File: src/rtl/icache_dm_pkg.sv
// Shared definitions for the direct-mapped instruction cache.
// Contents: FSM state encodings, boolean constants, instruction width and
// a saturating increment used by the optional hit/miss counters.
// Optional build macro: ICACHE_STAT_EN (statistics counters in icache_dm).
package icache_dm_pkg;

  localparam int INST_W = 32;

  localparam logic True  = 1'b1;
  localparam logic False = 1'b0;

  typedef enum logic [1:0] {
    ST_IDLE = 2'd0,
    ST_MISS = 2'd1,
    ST_DONE = 2'd2
  } state_e;

  // Counters stick at all-ones instead of wrapping back to zero.
  function automatic logic [31:0] satInc(input logic [31:0] value);
    return (value == 32'hFFFF_FFFF) ? value : value + 32'd1;
  endfunction

endpackage

File: src/rtl/icache_array.sv
// Storage for the direct-mapped instruction cache.
// Holds one valid bit, one tag and one 32-bit word per line. Reads are
// combinational, writes are synchronous, and only the valid bits are reset.
// Ports:
//   clk_i, rst_i   clock and synchronous active-high reset (valid bits only)
//   lookupPc_i     fetch address to look up
//   hit_o          line valid and tag matches lookupPc_i
//   rdData_o       data word stored at lookupPc_i's index
//   alignedPc_o    lookupPc_i with the byte offset cleared
//   wrEn_i         write the fill this edge (already qualified by rdy)
//   wrAddr_i       word-aligned address being filled
//   wrData_i       word being filled
module icache_array
  import icache_dm_pkg::*;
#(
  parameter int IDX_BITS = 6,
  parameter int ADDR_W   = 32
) (
  input  logic              clk_i,
  input  logic              rst_i,
  input  logic [ADDR_W-1:0] lookupPc_i,
  output logic              hit_o,
  output logic [INST_W-1:0] rdData_o,
  output logic [ADDR_W-1:0] alignedPc_o,
  input  logic              wrEn_i,
  input  logic [ADDR_W-1:0] wrAddr_i,
  input  logic [INST_W-1:0] wrData_i
);

  localparam int LINES = 2 ** IDX_BITS;
  localparam int TAG_W = ADDR_W - IDX_BITS - 2;

  logic [LINES-1:0]    valid_q;
  logic [TAG_W-1:0]    tag_q  [LINES];
  logic [INST_W-1:0]   data_q [LINES];

  logic [IDX_BITS-1:0] rdIdx;
  logic [TAG_W-1:0]    rdTag;
  logic [IDX_BITS-1:0] wrIdx;
  logic [TAG_W-1:0]    wrTag;
  logic [3:0]          unusedByteOffsets;

  // Split the lookup and fill addresses into line index and tag; the
  // byte offset inside the word plays no part in a word-per-line cache.
  always_comb begin
    rdIdx             = lookupPc_i[IDX_BITS+1:2];
    rdTag             = lookupPc_i[ADDR_W-1:IDX_BITS+2];
    wrIdx             = wrAddr_i[IDX_BITS+1:2];
    wrTag             = wrAddr_i[ADDR_W-1:IDX_BITS+2];
    alignedPc_o       = {lookupPc_i[ADDR_W-1:2], 2'b00};
    unusedByteOffsets = {lookupPc_i[1:0], wrAddr_i[1:0]};
  end

  // Hit compare and read data are purely combinational so a hit can be
  // registered into the response on the same edge the request is seen.
  always_comb begin
    hit_o    = valid_q[rdIdx] && (tag_q[rdIdx] == rdTag);
    rdData_o = data_q[rdIdx];
  end

  // Valid bits are the only reset storage; clearing them invalidates the
  // whole cache without touching the tag and data arrays.
  always_ff @(posedge clk_i) begin
    if (rst_i) begin
      valid_q <= '0;
    end else if (wrEn_i) begin
      valid_q[wrIdx] <= True;
    end
  end

  // Tag and data arrays take the fill with no reset so they map onto RAM.
  always_ff @(posedge clk_i) begin
    if (wrEn_i) begin
      tag_q[wrIdx]  <= wrTag;
      data_q[wrIdx] <= wrData_i;
    end
  end

endmodule

File: src/rtl/icache_dm.sv
// Direct-mapped, one-word-per-line read-only instruction cache between the
// fetch unit and the memory controller's instruction port. Hits answer one
// cycle after the request; misses fetch a word over a level request /
// done-pulse handshake, fill the line, answer, then idle one cycle.
// Ports:
//   clk, rst            clock, synchronous active-high reset
//   rdy                 global enable; low freezes every register
//   ifu_req, ifu_pc     fetch request (level) and address, taken in IDLE
//   ifu_clear           redirect; suppresses the pending response
//   ifu_valid, ifu_inst one-cycle response strobe and instruction
//   mc_req, mc_addr     request and word-aligned address to the controller
//   mc_data, mc_done    fetched word and its one-cycle completion pulse
//   stat_hit, stat_miss saturating counters (only with ICACHE_STAT_EN)
// Optional build macro: ICACHE_STAT_EN adds the hit/miss counters.
module icache_dm
  import icache_dm_pkg::*;
#(
  parameter int IDX_BITS = 6,
  parameter int ADDR_W   = 32
) (
  input  logic              clk,
  input  logic              rst,
  input  logic              rdy,
  input  logic              ifu_req,
  input  logic [ADDR_W-1:0] ifu_pc,
  input  logic              ifu_clear,
  output logic              ifu_valid,
  output logic [31:0]       ifu_inst,
  output logic              mc_req,
  output logic [ADDR_W-1:0] mc_addr,
  input  logic [31:0]       mc_data,
  input  logic              mc_done
`ifdef ICACHE_STAT_EN
  ,
  output logic [31:0]       stat_hit,
  output logic [31:0]       stat_miss
`endif
);

  state_e              state_q, state_d;
  logic                drop_q, drop_d;
  logic                ifuValid_q, ifuValid_d;
  logic [INST_W-1:0]   ifuInst_q, ifuInst_d;
  logic [ADDR_W-1:0]   mcAddr_q, mcAddr_d;
  logic                fill;
  logic                hit;
  logic [INST_W-1:0]   rdData;
  logic [ADDR_W-1:0]   alignedPc;

  icache_array #(
    .IDX_BITS (IDX_BITS),
    .ADDR_W   (ADDR_W)
  ) u_array (
    .clk_i       (clk),
    .rst_i       (rst),
    .lookupPc_i  (ifu_pc),
    .hit_o       (hit),
    .rdData_o    (rdData),
    .alignedPc_o (alignedPc),
    .wrEn_i      (fill && rdy),
    .wrAddr_i    (mcAddr_q),
    .wrData_i    (mc_data)
  );

  // Next-state and response logic. A clear in IDLE only kills the response
  // due this edge; a clear during MISS is remembered in drop because the
  // controller cannot abort, so the fill still lands but is not answered.
  always_comb begin
    state_d    = state_q;
    drop_d     = drop_q;
    ifuValid_d = False;
    ifuInst_d  = ifuInst_q;
    mcAddr_d   = mcAddr_q;
    fill       = False;
    unique case (state_q)
      ST_IDLE: begin
        if (ifu_req) begin
          if (hit) begin
            ifuValid_d = !ifu_clear;
            if (!ifu_clear) begin
              ifuInst_d = rdData;
            end
          end else begin
            mcAddr_d = alignedPc;
            state_d  = ST_MISS;
          end
        end
      end
      ST_MISS: begin
        if (mc_done) begin
          fill       = True;
          ifuValid_d = !(drop_q || ifu_clear);
          if (!(drop_q || ifu_clear)) begin
            ifuInst_d = mc_data;
          end
          drop_d  = False;
          state_d = ST_DONE;
        end else if (ifu_clear) begin
          drop_d = True;
        end
      end
      ST_DONE: begin
        state_d = ST_IDLE;
      end
      default: begin
        state_d = ST_IDLE;
      end
    endcase
  end

  // Control and response registers; rdy low holds everything, including
  // the request to the (equally frozen) memory controller.
  always_ff @(posedge clk) begin
    if (rst) begin
      state_q    <= ST_IDLE;
      drop_q     <= False;
      ifuValid_q <= False;
      ifuInst_q  <= '0;
      mcAddr_q   <= '0;
    end else if (rdy) begin
      state_q    <= state_d;
      drop_q     <= drop_d;
      ifuValid_q <= ifuValid_d;
      ifuInst_q  <= ifuInst_d;
      mcAddr_q   <= mcAddr_d;
    end
  end

  assign ifu_valid = ifuValid_q;
  assign ifu_inst  = ifuInst_q;
  assign mc_req    = (state_q == ST_MISS);
  assign mc_addr   = mcAddr_q;

`ifdef ICACHE_STAT_EN
  logic [31:0] statHit_q;
  logic [31:0] statMiss_q;

  // Every request accepted in IDLE counts as exactly one hit or one miss,
  // whether or not a coincident clear suppresses its response.
  always_ff @(posedge clk) begin
    if (rst) begin
      statHit_q  <= '0;
      statMiss_q <= '0;
    end else if (rdy && (state_q == ST_IDLE) && ifu_req) begin
      if (hit) begin
        statHit_q <= satInc(statHit_q);
      end else begin
        statMiss_q <= satInc(statMiss_q);
      end
    end
  end

  assign stat_hit  = statHit_q;
  assign stat_miss = statMiss_q;
`endif

endmodule

File: config.mk
export PLATFORM = sky130hd
export DESIGN_NAME = icache_dm
export DESIGN_NICKNAME = d
export VERILOG_FILES = /design/src/rtl/icache_dm_pkg.sv /design/src/rtl/icache_array.sv /design/src/rtl/icache_dm.sv
export SDC_FILE = /design/constraint.sdc
export NUM_CORES = 2
export LEC_CHECK = 0
export CORE_MARGIN = 4
export CORE_UTILIZATION = 40
export DETAILED_ROUTE_END_ITERATION = 16
export PLACE_DENSITY = 0.61
export SETUP_SLACK_MARGIN = 0.15
export SYNTH_ARGS = -nofsm -noshare
export SYNTH_HDL_FRONTEND = slang
export SYNTH_HIERARCHICAL = 1
export SYNTH_SLANG_ARGS = --single-unit
File: constraint.sdc
create_clock -name clk -period 6.5 [get_ports clk]
set_input_delay 1.95 -clock clk [delete_from_list [all_inputs] [get_ports clk]]
set_output_delay 1.95 -clock clk [all_outputs]
set_load 0.01 [all_outputs]
---- Yosys cells after proc, flatten, opt, wreduce, memory -nomap -nowiden ----
Memories as Yosys holds them, arrays and structs flattened.
Cells that the tools add are included.
storage, ports and cells
  register bits ........................... 130
  memory bits (writable) .................. 3,584
  input port bits ......................... 70
  output and inout port bits .............. 66
  word-level logic and storage cells ...... 58
  memories ................................ 2
cells by class
  magnitude comparators ................... 3
  equal/unequal tests ..................... 8
  muxes and demuxes ....................... 24
  bitwise gates (word level) .............. 2
  reduce and logical (&&, ||, !) cells .... 13
memories
  memory          words  bits a word  read ports  clocked after Yosys merged registers in  wr ports  RTL line            text
  u_array.data_q  64     32           1           0                                        1         icache_array.sv:35  logic [INST_W-1:0] data_q [LINES];
  u_array.tag_q   64     24           1           0                                        1         icache_array.sv:34  logic [TAG_W-1:0] tag_q [LINES];
operators with widths
  operator                                                               count
  32-bit two-way mux                                                     5
  64-bit bitwise OR                                                      1
  32-bit one-hot mux with 2 select lines                                 1
  24-bit == test                                                         1
  6-bit by 7-bit < comparator with 1-bit output, second input constant   2
  1-bit two-way mux                                                      11
  2-bit != test, second input constant                                   5
  4-bit AND reduction                                                    2
  7-bit AND reduction                                                    1
  1-bit binary-select mux with 6-bit select                              1
  1-bit demux with 6-bit select                                          1
  6-bit by 1-bit >= comparator with 1-bit output, second input constant  1
  2-bit two-way mux                                                      3
  2-bit one-hot mux with 2 select lines                                  1
  2-bit nonzero test                                                     2
  1-bit logical AND                                                      3
  3-bit AND reduction                                                    1
  2-bit by 1-bit == test with 1-bit output, second input constant        1
  1-bit logical NOT                                                      2
  2-bit logical NOT                                                      1
  2-bit by 1-bit != test with 1-bit output, second input constant        1
  1-bit one-hot mux with 2 select lines                                  1
  1-bit logical OR                                                       1
  1-bit NOT                                                              1

---- Depth between registers and ports, before layout ----
  depth after elaboration ................. 6
  depth in mapped cells ................... 20
  gate-level depth less buffers ........... 12

---- By module ----
Netlist, hierarchy kept.
modules (own cells, without submodules)
  module        times used  cells an instance  area each (µm²)  seq. area each (µm²)
  icache_array  1           5,818              139,189.7        108,904.4
  icache_dm     1           308                2,785.2          1,361.3

---- Worst setup path after synthesis ----
No wires, ideal clock.
  kind .................................... input -> register
  start ................................... in ifu_pc[3]
  end ..................................... reg ifuInst_q[3] (netlist: ifu_inst[3])
  setup time .............................. 146 ps
  data arrival time ....................... 5,558 ps
  required time ........................... 6,354 ps
  path slack .............................. 796 ps
  cell stages on the path ................. 17
  buffers on the path ..................... 7
  path through ............................ buf_2 > buf_4 > buf_2 > clkbuf_1 > buf_1 > mux4_2 > a221oi_1 > a22oi_1 > o21ai_0 > xor2_1 > o2111ai_1 > nor4_2 > nand3b_1 > a2111oi_2 > buf_4 > buf_2 > a211oi_2
between the ends
  longest elaborated chain between the ends .. 5
  elaborated cells on any way between the ends .. 12
  classes of those cells .................. eq/ne (2); mux (6); reduce/logical (2); memory (2)
ends and longest elaborated chain
  element                                                                               RTL line            text
  start, declared                                                                       icache_dm.sv:25     input logic [ADDR_W-1:0] ifu_pc,
  memory read 64 x 24 bit or 1-bit binary-select mux with 6-bit select (tied branches)  --
  24-bit == test or 1-bit two-way mux (tied branches)                                   icache_array.sv:57  hit_o = valid_q[rdIdx] && (tag_q[rdIdx] == rdTag);
  1-bit logical AND *                                                                   icache_array.sv:57
  net hit                                                                               icache_dm.sv:46     logic hit;
  2-bit != test (no line) *                                                             --
  7-bit AND reduction (no line) *                                                       --
  end signal, assigned                                                                  icache_dm.sv:124    ifuInst_q <= ifuInst_d;
  end, declared                                                                         icache_dm.sv:43     logic [INST_W-1:0] ifuInst_q, ifuInst_d;
Mark *: on every way through the listed nets, which the timed path passes. The rest lies on a longest branch. The select of a mux whose other input is x is not followed.
A chain may end at the register's enable or synchronous reset.

---- Worst setup path after layout ----
  start ................................... in ifu_pc[2]
  end ..................................... reg ifuInst_q[13] (netlist: ifu_inst[13])
The elaborated chain is that of the path after synthesis.

==> results.yml <==
timing:
  rsz0062_at_grt: "no"
  period_minus_slack_ps: 6000
  maxSlewViolCount: 0
  fmax_mhz: 167
  hold_viol_final: 0
  fin_skew_ps: 86.2
  finalSetupViolCount: 0
  worst_pin_slew_ps: 1300
  slew-limit-headroom_pct: 13.4
  min_period_over_period_pct: 92.3
clocking:
  clkTransAtPathRegs_ps: 50
  worstSkewPairLatency_ps: 990
  cts_setup_buffers: 0
  cts_htree_levels: 5
  ctsHoldBuffers: 0
  cts_tree: "done"
  cts_buffers: 377
  cts_sinks: 3716
  root_buffer: "clkbuf_16"
  cts_resized: 0
  clockBufferDepth: 4
worst_setup_path:
  path_max_fanout: 37
  startpoint_type: "input pin"
  critical_path_required_ps: 7330
  cp-end-kind: "flip-flop"
  worst-setup-path-type: "in -> reg"
  arrival_ps: 6830
synth:
  synth_area_sq_um: 142000
  synth_flop_cell: "edfxtp_1"
  ys_warn_count: 6
  async_flop_share_pct: 0
  ys_ff_latch: 3716
  synth_cells: 6126
  synth_edf_count: 3584
  synth_seq_area_share_pct: 77.7
  avgSynthCellArea_sq_um: 23.2
  ys_types: 64
pwr:
  p_sw_uw: 10500
  ir_drop_v: 0.000227
  clkPwrFrac_pct: 42.8
  pwr-share-seq_pct: 52.7
  power_leakage_uw: 0.0498
  p_per_area_nw_per_um2: 304
  power.internal_uw: 39500
  switching_share_pct: 20.9
  p_comb_share_pct: 4.5
cells_and_area:
  final_area_sq_um: 164000
  nNetsFinal: 6756
  fill_cells: 28800
  area_delta_synth_final_pct: 15.8
  drive_gt1_share_pct: 31.1
  final_cells: 11700
place:
  dpl-instance-area_sq_um: 152000
  place_congestion: 0.790
  port-buffer-count: 133
  dp_hpwl_um: 221000
  placedCellCount: 11000
floorplanning:
  die_y_um: 604
  rows: 218
  dieArea_sq_um: 365000
  die_w_um: 604
  coreArea_sq_um: 353000
  initial_core_util_pct: 40.2
  io_pins: 136
grt:
  antenna_found_initial: 16
  grt_start_max_net_pins: 151
  grt_pass1_wl_um: 569000
  overflow: 0
  grtUsageTotal_pct: 22.2
  grt_pass1_vias: 70100
route:
  dr.pass1.iters: 5
  ant_nets: 0
  drt_iter0_markers: 9728
  routed_wl_um: 412000
  drc_errors: 0
  routed-via-count: 70800
  wl_per_cell_um: 35.2
  viasPerCell: 6.03
run:
  cap_violations: 0
hold_path:
  hold_class: "reg -> reg"
run_status:
  status: "complete, no violations"
## final timing paths
kind | end | depth (start not counted) | slack [ps] | startpoint
max | ifu_inst[13] | 19 | 500 | ifu_pc[2]
min | mc_addr[1] | 2 | 460 | mc_addr[1]
max reg2reg | ifu_inst[13] | 15 | 1870 | u_array/tag_q[22][7]
min reg2reg | mc_addr[1] | 2 | 460 | mc_addr[1]
## per-layer routing
layer,wire length [um],part of all wire (%),vias to the layer above,track usage [%]
met5,70,0.017,-,0
met4,14300,3.5,12,7.04
met3,39300,9.5,754,4.01
met2,197000,48,3798,35.3
met1,162000,39,38900,31.4
li1,-,-,27300,-
## synth_stat cells (31+ instances only)
cell / instances / area share (%)
a22oi_1: 75 / 0.40
buf_1: 31 / 0.082
mux4_2: 1051 / 17
clkbuf_1: 148 / 0.39
nor2_1: 254 / 0.67
nand2_1: 137 / 0.36
buf_4: 66 / 0.35
buf_2: 89 / 0.31
dfxtp_1: 132 / 1.9
a21oi_1: 75 / 0.26
edfxtp_1: 3584 / 76
mux2i_1: 115 / 0.81
## power by group through the flow
stage / registers, uW / logic (uW) / clock network [uW]
2_1_floorplan: 26800 / 1300 / 0
3_3_place_gp: 26900 / 2250 / 0
3_5_place_dp: 26900 / 2270 / 0
4_1_cts: 26400 / 2280 / 21800
5_1_grt: 26400 / 2380 / 22800
6_report: 26400 / 2250 / 21400
## stage by stage
stage	setup TNS, ps	power, uW	util, %	hold slack (ps)	worst slack, ps
floorplan	0	28100	-	435	796
global placement	-25430	29100	43.1	452	-557
detailed placement	-19550	29100	43.1	456	-493
CTS	0	50400	46.6	464	440
global route	0	51500	46.6	479	308
finish	0	50000	46.6	461	503
## cells in the final DEF, fill, tap and decap left out, types with 24 or more instances in the layout
master / synthesis / routed
edfxtp_1: 3584 / 3584
dfxtp_1: 132 / 108
a22oi_1: 75 / 75
buf_12: 0 / 120
clkbuf_16: 0 / 385
nand2_1: 137 / 137
dfxtp_2: 0 / 24
a21oi_1: 75 / 75
mux4_2: 1051 / 1051
mux2i_1: 115 / 115
nor2_4: 0 / 65
a211oi_1: 25 / 25
clkbuf_1: 148 / 94
clkdlybuf4s50_1: 0 / 94
bufinv_16: 0 / 31
clkinv_2: 0 / 64
o22ai_1: 26 / 26
buf_4: 66 / 294
buf_2: 89 / 34
clkinv_1: 0 / 66
nor2_1: 254 / 189
## logic make-up after synthesis
logic type	count (synthesis)	share of synthesized area, %
flops	3716	77.7
other cells	1	0.00264
simple gates	530	1.63
xor+xnor	15	0.0925
buf+inv	372	1.42
compound gates	312	1.59
mux	1180	17.6
## worst max-delay path: stages
cell and delay, ps:
buf_16 270, buf_12 310, buf_4 350, mux4_2 550
a22oi_1 240, a21oi_1 100, nor4_1 620, buf_4 230
xnor2_1 60, nor2_1 250, nand4_1 140, nor4_2 170
buf_4 240, nand3b_1 170, a2111oi_4 390, buf_12 220
buf_4 220, nor2_1 70, a211oi_2 190
## flip-flops by register name, indices dropped and copies added, names as in the netlist
signal	flops
drop_q	1
u_array/data_q	2048
mc_addr	32
state_q	2
u_array/tag_q	1536
u_array/valid_q	64
ifu_valid	1
ifu_inst	32
## area by class of cell
cell class	instances	area, sq um	share of cell area [%]
tap	4730	5920	3.60
timing repair buffer	547	5800	3.53
sequential	3716	110000	67.1
antenna	3	7.51	0.00456
clock inverter	195	1960	1.19
clock buffer	495	10200	6.21
multi-input combinational	2039	30200	18.4
inverter	5	31.3	0.0190
(Power assumes the default switching activity.)
